--- config.mk ---
export PLATFORM = sky130hd
export DESIGN_NAME = encoder_pri_irq_flat
export DESIGN_NICKNAME = d
export VERILOG_FILES = /design/src/rtl/encoder_pri_irq_if.sv /design/src/rtl/encoder_pri_irq.sv /design/src/flat_wrapper.sv
export SDC_FILE = /design/constraint.sdc
export NUM_CORES = 1
export LEC_CHECK = 0
export CORE_MARGIN = 5
export CORE_UTILIZATION = 43
export DETAILED_ROUTE_END_ITERATION = 16
export PLACE_DENSITY = 0.85
export REMOVE_ABC_BUFFERS = 1
export SLEW_MARGIN = 0
export SYNTH_ARGS = -nofsm -noshare
export SYNTH_HDL_FRONTEND = slang
export SYNTH_SLANG_ARGS = --single-unit
--- constraint.sdc ---
create_clock -name iClk -period 4.5 [get_ports iClk]
set_input_delay 0.675 -clock iClk [delete_from_list [all_inputs] [get_ports iClk]]
set_output_delay 0.675 -clock iClk [all_outputs]
set_load 0.05 [all_outputs]
--- src/rtl/encoder_pri_irq_if.sv ---
// Request/grant bundle between raw request lines and the encoder core.
// The master side drives requests, mask, enable and ack; the slave side returns the grant.
// The names keep the legacy encoder pin names so existing boards map one to one.
interface encoder_pri_irq_if #(
  parameter int N = 8
);
  localparam int W = $clog2(N);

  logic         iEI;
  logic [N-1:0] iData;
  logic [N-1:0] iMask;
  logic         iAck;
  logic [W-1:0] oData;
  logic         oValid;
  logic         oEO;
  logic [N-1:0] oPend;

  modport master (
    output iEI, iData, iMask, iAck,
    input  oData, oValid, oEO, oPend
  );

  modport slave (
    input  iEI, iData, iMask, iAck,
    output oData, oValid, oEO, oPend
  );
endinterface

--- src/rtl/encoder_pri_irq.sv ---
// Registered priority encoder: latches active-low requests, grants one channel at a time.
// Latency: request at edge t is pending after t, and the grant is visible after edge t+1.
// Backpressure: a grant is held until iAck; requests keep accumulating in the pending register.
module encoder_pri_irq #(
  parameter int N    = 8,
  parameter int RR   = 0,
  parameter int EDGE = 0
) (
  input  logic              iClk,
  input  logic              iRst,
  encoder_pri_irq_if.slave  bus
);
  localparam int W = $clog2(N);

  typedef enum logic {IDLE, GRANT} state_t;

  state_t       state_q, state_d;
  logic [N-1:0] pend_q, pend_d;
  logic [N-1:0] prev_q, prev_d;
  logic [W-1:0] ptr_q, ptr_d;
  logic [W-1:0] data_q, data_d;
  logic         eo_q, eo_d;

  logic [N-1:0] req;
  logic [N-1:0] clr;
  logic [N-1:0] elig;
  logic [W-1:0] win;

  // Request decode: input bit N-1-c belongs to channel c; edge mode needs a high-to-low step.
  always_comb begin
    req = '0;
    for (int c = 0; c < N; c++) begin
      if (EDGE != 0) req[c] = prev_q[N-1-c] & ~bus.iData[N-1-c];
      else           req[c] = ~bus.iData[N-1-c];
    end
  end

  // Pending update: the serviced channel clears on ack, but a same-cycle request re-sets it.
  always_comb begin
    clr = '0;
    if (state_q == GRANT && bus.iAck) clr[data_q] = 1'b1;
    pend_d = (pend_q & ~clr) | req;
    prev_d = bus.iData;
    elig   = pend_q & ~bus.iMask;
  end

  // Winner search from the registered pending set; the descending loop lets the nearest offset win.
  always_comb begin
    int idx;
    win = '0;
    idx = 0;
    for (int i = N - 1; i >= 0; i--) begin
      idx = (RR != 0) ? ((int'(ptr_q) + i) % N) : i;
      if (elig[idx]) win = W'(idx);
    end
  end

  // Grant sequencing, rotation pointer and the registered enable-out flag.
  always_comb begin
    state_d = state_q;
    data_d  = data_q;
    ptr_d   = ptr_q;
    case (state_q)
      IDLE: begin
        if (!bus.iEI && (elig != '0)) begin
          state_d = GRANT;
          data_d  = win;
        end
      end
      GRANT: begin
        if (bus.iAck) begin
          state_d = IDLE;
          ptr_d   = (data_q == W'(N - 1)) ? '0 : data_q + 1'b1;
        end
      end
      default: state_d = IDLE;
    endcase
    eo_d = ~(~bus.iEI & ((pend_d & ~bus.iMask) == '0) & (state_d == IDLE));
  end

  // All state lives here; reset drops any outstanding grant without waiting for ack.
  always_ff @(posedge iClk) begin
    if (iRst) begin
      state_q <= IDLE;
      pend_q  <= '0;
      prev_q  <= '1;
      ptr_q   <= '0;
      data_q  <= '0;
      eo_q    <= 1'b1;
    end else begin
      state_q <= state_d;
      pend_q  <= pend_d;
      prev_q  <= prev_d;
      ptr_q   <= ptr_d;
      data_q  <= data_d;
      eo_q    <= eo_d;
    end
  end

  assign bus.oValid = (state_q == GRANT);
  assign bus.oData  = data_q;
  assign bus.oEO    = eo_q;
  assign bus.oPend  = pend_q;
endmodule

--- src/flat_wrapper.sv ---
// flat-port wrapper written by rule: the top's interface ports become plain ports
module encoder_pri_irq_flat 
#(
  parameter int N    = 8,
  parameter int RR   = 0,
  parameter int EDGE = 0
)
  (iClk, iRst, bus_iEI, bus_iData, bus_iMask, bus_iAck, bus_oData, bus_oValid, bus_oEO, bus_oPend);
  encoder_pri_irq_if #(.N(N)) bus_i ();
  input  logic iClk;
  input  logic iRst;
  input wire logic [$bits(bus_i.iEI)-1:0] bus_iEI;
  input wire logic [$bits(bus_i.iData)-1:0] bus_iData;
  input wire logic [$bits(bus_i.iMask)-1:0] bus_iMask;
  input wire logic [$bits(bus_i.iAck)-1:0] bus_iAck;
  output wire logic [$bits(bus_i.oData)-1:0] bus_oData;
  output wire logic [$bits(bus_i.oValid)-1:0] bus_oValid;
  output wire logic [$bits(bus_i.oEO)-1:0] bus_oEO;
  output wire logic [$bits(bus_i.oPend)-1:0] bus_oPend;
  assign bus_i.iEI = bus_iEI;
  assign bus_i.iData = bus_iData;
  assign bus_i.iMask = bus_iMask;
  assign bus_i.iAck = bus_iAck;
  assign bus_oData = bus_i.oData;
  assign bus_oValid = bus_i.oValid;
  assign bus_oEO = bus_i.oEO;
  assign bus_oPend = bus_i.oPend;
  encoder_pri_irq #(.N(N), .RR(RR), .EDGE(EDGE)) u_core (.iClk(iClk), .iRst(iRst), .bus(bus_i));
endmodule
==> Word level (Yosys, flattened, before mapping) <==
Cells that the tools add are included.
{ "classes": {"addsub": 0, "multipliers": 0, "div": 0, "n_lt_le_gt_ge": 2, "n_eq_ne": 0, "shift": 0, "n_mux": 14, "bitwise": 20, "n_reduce_logical": 7} }
{ "op_table": {"columns": ["operator", "n"], "rows": [
  ["AND 8 bit", 3],
  ["two-way mux 3 bit", 8],
  ["NOT 8 bit", 2],
  ["NOT 1 bit", 12],
  ["zero test 8 bit", 1],
  ["two-way mux 8 bit", 1],
  ["bitwise OR 8 bit", 1],
  ["nonzero test 8 bit", 1],
  ["less-than comparator 3 x 4 -> 1 bit, second input constant", 1],
  ["demux 1 bit (select 3 bit)", 1],
  ["greater-or-equal comparator 3 x 1 -> 1 bit, second input constant", 1],
  ["logical AND 1 bit", 3],
  ["two-way mux 1 bit", 3],
  ["AND 1 bit", 2],
  ["one-hot mux 1 bit (2 select lines)", 1],
  ["AND reduction 2 bit", 1],
  ["zero test 1 bit", 1]
]} }
{ "totals": {"regBits": 13, "latchBits": 0, "mem_bits_rw": 0, "romBits": 0, "in_bits": 20, "out_inout_bits": 13, "elab_cells": 47, "mem_count": 0} }

==> Logic depth before layout (Yosys ltp) <==
Gate-level depths: netlist (run 1).
{ "logic_depth": {"ltp_word": 13, "depth_mapped": 5, "depth_no_buf": 5} }

==> Least setup slack after synthesis (run 1) <==
Ideal clock, no wire load.
{ "synth_timing": {"path_type": "reg2reg", "startpoint": "register u_core.state_q, in the netlist u_core.bus.oValid", "endpoint": "register u_core.eo_q, in the netlist u_core.bus.oEO", "arrival_ns": 1.715, "required_ns": 4.372, "slack_ns": 2.657, "stages_incl_launch_ff": 6, "path_buffers": 0, "period_less_slack_ns": 1.843, "path_cell_list": "dfxtp_1 > and3_4 > nand4_1 > a2111oi_2 > o31a_1 > nand4_1"} }
{ "synth_between": {"elab_chain_cells": 10, "word_cells_on_any_way": 13, "classes_between": "mux: 2; bitwise: 9; reduce/logical: 2"} }
{ "synth_lines": {"columns": ["element", "line_no", "rtl"], "rows": [
  ["start, declared", "encoder_pri_irq.sv:17", "state_t state_q, state_d;"],
  ["start signal, assigned", "encoder_pri_irq.sv:91", "state_q <= state_d;"],
  ["logical AND 1 bit", "encoder_pri_irq.sv:41", "if (state_q == GRANT && bus.iAck) clr[data_q] = 1'b1;"],
  ["two-way mux 8 bit", "encoder_pri_irq.sv:41", null],
  ["NOT 8 bit", "encoder_pri_irq.sv:42", "pend_d = (pend_q & ~clr) | req;"],
  ["AND 8 bit", "encoder_pri_irq.sv:42", null],
  ["bitwise OR 8 bit", "encoder_pri_irq.sv:42", null],
  ["AND 8 bit", "encoder_pri_irq.sv:78", "eo_d = ~(~bus.iEI & ((pend_d & ~bus.iMask) == '0) & (state_d == IDLE));"],
  ["zero test 8 bit", "encoder_pri_irq.sv:78", null],
  ["AND 1 bit", "encoder_pri_irq.sv:78", null],
  ["AND 1 bit (*)", "encoder_pri_irq.sv:78", null],
  ["NOT 1 bit (*)", "encoder_pri_irq.sv:78", null],
  ["end signal, assigned", "encoder_pri_irq.sv:96", "eo_q <= eo_d;"],
  ["end, declared", "encoder_pri_irq.sv:22", "logic eo_q, eo_d;"]
]} }
Mark *: on every way between the ends. The rest lies on a longest branch, timed or not.
A chain may end at the register's enable or synchronous reset.

==> Worst setup path after layout (run 1) <==
{ "layout_timing": {"startpoint": "register u_core.data_q[0], in the netlist u_core.bus.oData[0]", "endpoint": "output bus_oData[0]"} }
{ "layout_lines": {"columns": ["element", "line_no", "rtl"], "rows": [
  ["start, declared", "encoder_pri_irq.sv:21", "logic [W-1:0] data_q, data_d;"],
  ["start signal, assigned", "encoder_pri_irq.sv:95", "data_q <= data_d;"],
  ["end, declared", "flat_wrapper.sv:16", "output wire logic [$bits(bus_i.oData)-1:0] bus_oData;"]
]} }
No word-level cell between the ends.

==> flow_summary_export.csv, run 1 <==
group,metric,value,unit
critical_path,path_buf_inv,1,
synth,synth_top_cell_by_area,"dfxtp_1",
synth,synthFlopType,"dfxtp_1",
floorplanning,die_area,2630,um^2
cells_and_area,multi_input_area,454,um^2
status,status,"finished clean",
critical_path,timing_worst_setup_path_type,"reg -> out",
critical_path,crit_fanout,9,
cts,cts_resized,0,
drt,firstDrtPassIters,4,
floorplanning,pin_count,33,
timing,setup_viol,0,
drt,detail-route-antenna-nets,0,
cts,cts_num_sinks,13,
floorplanning,die_x,51.3,um
grt,antenna_found_initial,0,
drt,drt-wirelength-per-cell,15.3,um
synth,yosysSeqAreaShare,35.5,%
synth,yosysWarnings,0,
timing,finalCritPeriodShare,52.3,%
drt,initialDrtViolationCount,36,
timing,hold_violations,0,
synth,yosysMostFrequentCell,"dfxtp_1",
power,total_leakage_power,0.420,nW
cells_and_area,num-fill-cells,146,
grt,grt_pass1_wl,3370,um
drt,vias,829,
drt,wl_met3,226,um
place,port_buffers,32,
floorplanning,rows,15,
synth,syn_inst,86,
timing,max_clock_freq,425,MHz
power,irDropWorstVdd,0.179,mV
critical_path,crit_slowest_cell,"clkdlybuf4s50_1",
cts,cts_tree,"yes",
cts,clkTransAtPathRegs,90,ps
synth,synth.area.top_cells,"dfxtp_1, nor2b_1, a21oi_1",
drt,wl,2120,um
timing,tightest_slew,534,ps
place,place_hpwl,1640,um
power,finalPower,317,uW
cells_and_area,area_growth,49.7,%
drt,vias_per_cell,6.01,
timing,relSlewSlack,64.3,%
grt,grt_pass1_vias,787,
synth,synth_seq_cells,13,
critical_path,cp_top_family,"buffers and inverters",
critical_path,required,3830,ps
cts,cts_buffers,3,
cells_and_area,n_antenna_cell,0,
timing,min_period,2350,ps
cts,clockRootBuffer,"clkbuf_4",
critical_path,max_stage_delay,880,ps
timing,finalMaxSlewViolations,0,
worst_hold_path,hold_class,"reg -> reg",
critical_path,cp_cell_sequence,"clkdlybuf4s50_1",
floorplanning,die_h,51.3,um
drt,dr_wl_met2,995,um
floorplanning,start_util,43.9,%
synth,avgSynthCellArea,8.53,um^2
critical_path,critPathLaunchType,"flip-flop",
place,gp_congestion,0.844,
synth,ys_top_cells_by_count,"dfxtp_1, nor2b_1, a21oi_1, nand2_1, nor2_1",
drt,wl_met1,851,um
timing,grt_setup_unrepaired,"false",
cts,holdBufCountCts,0,
grt,grt_max_degree,14,
critical_path,cp.arrival,1680,ps
synth,async_flop_share,0,%
cells_and_area,seqCellArea,260,um^2
timing,skew,9.07,ps
synth,synth_top_cell_area_share,35.5,%
cts,h-tree-depth,1,
drt,top_layer_used,"met4",
cells_and_area,drive_gt1_share,9.09,%
flow_run,maxCapViolCount,0,
floorplanning,core,1670,um^2
timing,tns,0,ps
synth,synth-edff-count,0,
drt,drc_errors,0,
grt,grt_usage,17.1,%
synth,netlist_area,733,um^2
cts,clk_latency,280,ps
cells_and_area,nets,142,
cts,postCtsSetupBuffers,0,
synth,yosys.cell_types.count,32,
critical_path,cp-end-kind,"output pin",
cts,clock_path_buffers,2,
grt,grt-ovfl-total,0,
power,power_density,289,nW/um^2
## flip-flops by register name, summed over array words and instances, names as in the netlist
name,cells
u_core.bus.oData,3
u_core.bus.oEO,1
u_core.bus.oPend,8
u_core.bus.oValid,1
## routing by layer
| metal | up-vias | GRT usage, % |
|---|---|---|
| li1 | 394 | - |
| met3 | 6 | 3.79 |
| met1 | 383 | 20.4 |
| met5 | - | 0 |
| met4 | 0 | 6.55 |
| met2 | 46 | 29.6 |
## final timing paths
| path | from | end | slack (ps) | cells past startpoint |
|---|---|---|---|---|
| setup / recovery | u_core.bus.oData[0] | bus_oData[0] | 2150 | 1 |
| hold / removal | u_core.bus.oPend[7] | u_core.bus.oPend[7] | 500 | 2 |
| setup reg to reg | u_core.bus.oPend[4] | u_core.bus.oEO | 2910 | 5 |
| hold reg to reg | u_core.bus.oPend[7] | u_core.bus.oPend[7] | 500 | 2 |
## cell usage in the layout, fill, tap and decap left out
| master | n |
|---|---|
| clkdlybuf4s50_1 | 32 |
| dfxtp_1 | 13 |
| nor2b_1 | 10 |
| a21oi_1 | 7 |
| nand2_1 | 6 |
| nor2_1 | 6 |
| nand2b_1 | 5 |
| inv_1 | 4 |
| nand3_1 | 4 |
| nand4_1 | 3 |
| clkbuf_4 | 3 |
| a41o_1 | 2 |
| and3_1 | 2 |
| nor3_1 | 2 |
| nor2b_4 | 2 |
| o21ai_0 | 2 |
| and3_4 | 1 |
| and3b_1 | 1 |
| or4_4 | 1 |
| o21ai_2 | 1 |
| a21boi_2 | 1 |
| a311oi_1 | 1 |
| a2111oi_2 | 1 |
| o31a_1 | 1 |
| o32a_1 | 1 |
| o221a_2 | 1 |
| a21o_1 | 1 |
| a211oi_1 | 1 |
| o41ai_1 | 1 |
| o211ai_1 | 1 |
| a221oi_1 | 1 |
| o311ai_0 | 1 |
| nand3b_1 | 1 |
| clkbuf_1 | 1 |
## stage by stage
step                area [um^2]  hold WS [ps]  instances  worst slack, ps  util, %
finish                     1100           505        138             2150     65.7
global route               1100           539        138             2130     65.7
CTS                        1100           504        138             2160     65.7
detailed placement         1070           493        134             2110     64.1
global placement           1070           494        134             2180     64.1
floorplan                   729           692         85             2660        -
## area by class of cell
type                    count  share of cell area (%)
clock buffers               4                    2.39
inverters                   4                    1.37
multi-input cells          68                    41.4
flip-flops and latches     13                    23.7
well taps                  17                    1.94
repair buffers             32                    29.2
## power by group
part	switching, mW	leakage (nW)	total (mW)	internal [mW]
Sequential	0.0102	0.108	0.134	0.124
Combinational	0.0602	0.297	0.108	0.0479
Clock	0.0410	0.0150	0.0754	0.0344
Total	0.111	0.420	0.317	0.206
## kinds of logic (layout without fill, tap and decap cells)
logic type,count (synthesis),count (layout),share of synthesized area (%)
buffers and inverters,5,40,2.56
AO/OA/AOI/OAI,24,24,25.6
AND/OR/NAND/NOR,44,44,36.3
flip-flops,13,13,35.5
Power figures use the tool's default switching activity.
==> run 2: changes to the inputs <==
--- a/config.mk
+++ b/config.mk
@@ -5,10 +5,11 @@
 export SDC_FILE = /design/constraint.sdc
 export NUM_CORES = 1
 export LEC_CHECK = 0
+export CORE_ASPECT_RATIO = 1.4
 export CORE_MARGIN = 5
-export CORE_UTILIZATION = 43
+export CORE_UTILIZATION = 36
 export DETAILED_ROUTE_END_ITERATION = 16
-export PLACE_DENSITY = 0.85
+export PLACE_DENSITY = 0.77
 export REMOVE_ABC_BUFFERS = 1
 export SLEW_MARGIN = 0
 export SYNTH_ARGS = -nofsm -noshare
==> constraint.sdc (replaced) <==
create_clock -name iClk -period 2 [get_ports iClk]
set_input_delay 0.3 -clock iClk [delete_from_list [all_inputs] [get_ports iClk]]
set_output_delay 0.3 -clock iClk [all_outputs]
set_load 0.05 [all_outputs]
==> run 2 against run 1 <==
Via count grew 0.24%. Die area grew 16%. Sequential power grew 120%. Setup slack lost 2000 ps. Flip-flop and latch count is the same. Global-route usage shrank 1.7 points. First-iteration DRC count shrank 50%. Clock power grew 120%. Non-clock buffer count grew 3. Count of clock-buffer cells in the layout is the same. Core utilization shrank 7.9 points.
==> flow_summary_export.csv, run 2 (synthesis gave the netlist of run 1 again) <==
group,metric,value,unit
critical_path,cp_cell_sequence,"clkdlybuf4s50_1",
critical_path,max_stage_delay,860,ps
grt,antenna_found_initial,0,
drt,initialDrtViolationCount,18,
critical_path,reg2reg_from,"u_core.bus.oValid",
cts,cts_tree,"yes",
worst_hold_path,hold_class,"reg -> reg",
cells_and_area,layout.cells.non_filler,145,
drt,wl_met1,846,um
place,dp_cells,141,
critical_path,cp.arrival,1600,ps
drt,wl,2230,um
cts,cts_num_sinks,13,
drt,drc_errors,0,
grt,grt_usage,15.4,%
cts,clk_latency,280,ps
cells_and_area,largest_reg_flops,8,
floorplanning,rows,19,
critical_path,crit_fanout,7,
critical_path,cp.depth,1,
drt,drt-wirelength-per-cell,15.4,um
timing,max_clock_freq,527,MHz
cells_and_area,n_antenna_cell,0,
cells_and_area,layout_commonest_cell,"clkdlybuf4s50_1",
cells_and_area,nets,145,
drt,dr_wl_met2,1170,um
critical_path,reg2reg_depth,5,
timing,finalMaxSlewViolations,0,
floorplanning,die_x,48.1,um
critical_path,critPathLaunch,"u_core.bus.oData[1]",
cells_and_area,area_growth,53.8,%
timing,grt_setup_unrepaired,"false",
cts,h-tree-depth,1,
cells_and_area,final_area,1130,um^2
cells_and_area,drive_gt1_share,11.3,%
drt,wl_met3,143,um
timing,relSlewSlack,66.1,%
grt,grt_pass1_vias,754,
floorplanning,pin_count,33,
drt,firstDrtPassIters,4,
power,power_density,630,nW/um^2
drt,detail-route-antenna-nets,0,
status,status,"finished clean",
place,port_buffers,32,
critical_path,r2r-end,"u_core.bus.oEO",
floorplanning,start_util,37.6,%
grt,grt-ovfl-total,0,
critical_path,path_buf_inv,1,
grt,grt_pass1_wl,3390,um
floorplanning,die_area,3050,um^2
power,finalPower,710,uW
timing,min_period,1900,ps
critical_path,ff2ff_setup_slack,390,ps
cells_and_area,final_cell_mix,"clkdlybuf4s50_1, dfxtp_1, nor2b_1",
floorplanning,core,1950,um^2
critical_path,required,1700,ps
timing,tns,0,ps
critical_path,critPathLaunchType,"flip-flop",
critical_path,crit_slowest_cell,"clkdlybuf4s50_1",
cells_and_area,final_core_util,57.8,%
place,dpl_cell_area,1100,um^2
critical_path,cp_top_family,"buffers and inverters",
cts,cts_resized,0,
timing,setup_viol,0,
timing,tightest_slew,508,ps
cts,postCtsSetupBuffers,0,
timing,finalCritPeriodShare,94.9,%
drt,vias,831,
power,irDropWorstVdd,0.411,mV
cts,clock_path_buffers,2,
floorplanning,die_h,63.4,um
cts,clkTransAtPathRegs,70,ps
timing,hold_violations,0,
place,gp_congestion,0.804,
power,total_leakage_power,0.452,nW
critical_path,timing_worst_setup_path_type,"reg -> out",
flow_run,maxCapViolCount,0,
cts,clockRootBuffer,"clkbuf_4",
cts,holdBufCountCts,0,
grt,grt_max_degree,13,
cts,cts_buffers,3,
critical_path,cp-end-kind,"output pin",
timing,skew,7.39,ps
drt,top_layer_used,"met4",
drt,vias_per_cell,5.73,
critical_path,crit_path_end,"bus_oData[1]",
run 2: cell types whose count changed in the layout (fill, tap and decap cells not counted), sizes merged:
cell	change
clkdlybuf4s50	-1
dlymetal6s2s	+1
buf	+3
run 2: worst min-delay path by stage:
| stage | end | cells after the start | slack, ps | start |
|---|---|---|---|---|
| 2_1_floorplan | u_core.bus.oData[0] | 1 | 370 | iRst |
| 3_3_place_gp | u_core.bus.oPend[6] | 2 | 490 | u_core.bus.oPend[6] |
| 3_5_place_dp | u_core.bus.oPend[6] | 2 | 500 | u_core.bus.oPend[6] |
| 4_1_cts | u_core.bus.oPend[6] | 2 | 510 | u_core.bus.oPend[6] |
| 5_1_grt | u_core.bus.oPend[6] | 2 | 540 | u_core.bus.oPend[6] |
| 6_report | u_core.bus.oPend[7] | 2 | 510 | u_core.bus.oPend[7] |
run 2: per-stage QoR:
step / setup WS (ps) / hold WS, ps
after global placement: 54.7 / 488
after floorplan: 157 / 369
after CTS: 22.4 / 511
after detailed placement: -10.3 / 498
after global routing: 35.1 / 544
final: 102 / 506
run 2: metal layers:
| layer | up-vias | track usage (%) |
|---|---|---|
| met5 | - | 0 |
| met4 | 0 | 8.42 |
| met3 | 8 | 1.99 |
| met2 | 39 | 25.2 |
| met1 | 389 | 18.1 |
| li1 | 395 | - |
run 2: report_power, final:
part	switching (mW)	internal (mW)	total (mW)
logic	0.136	0.110	0.246
registers	0.0233	0.278	0.301
clock network	0.0857	0.0774	0.163
run 2: cell type report:
cell class	count	area [um^2]
flip-flops and latches	13	260
repair buffers	35	345
inverters	4	15.0
fillers	179	822
multi-input cells	68	454
clock buffers	4	26.3
well taps	21	26.3
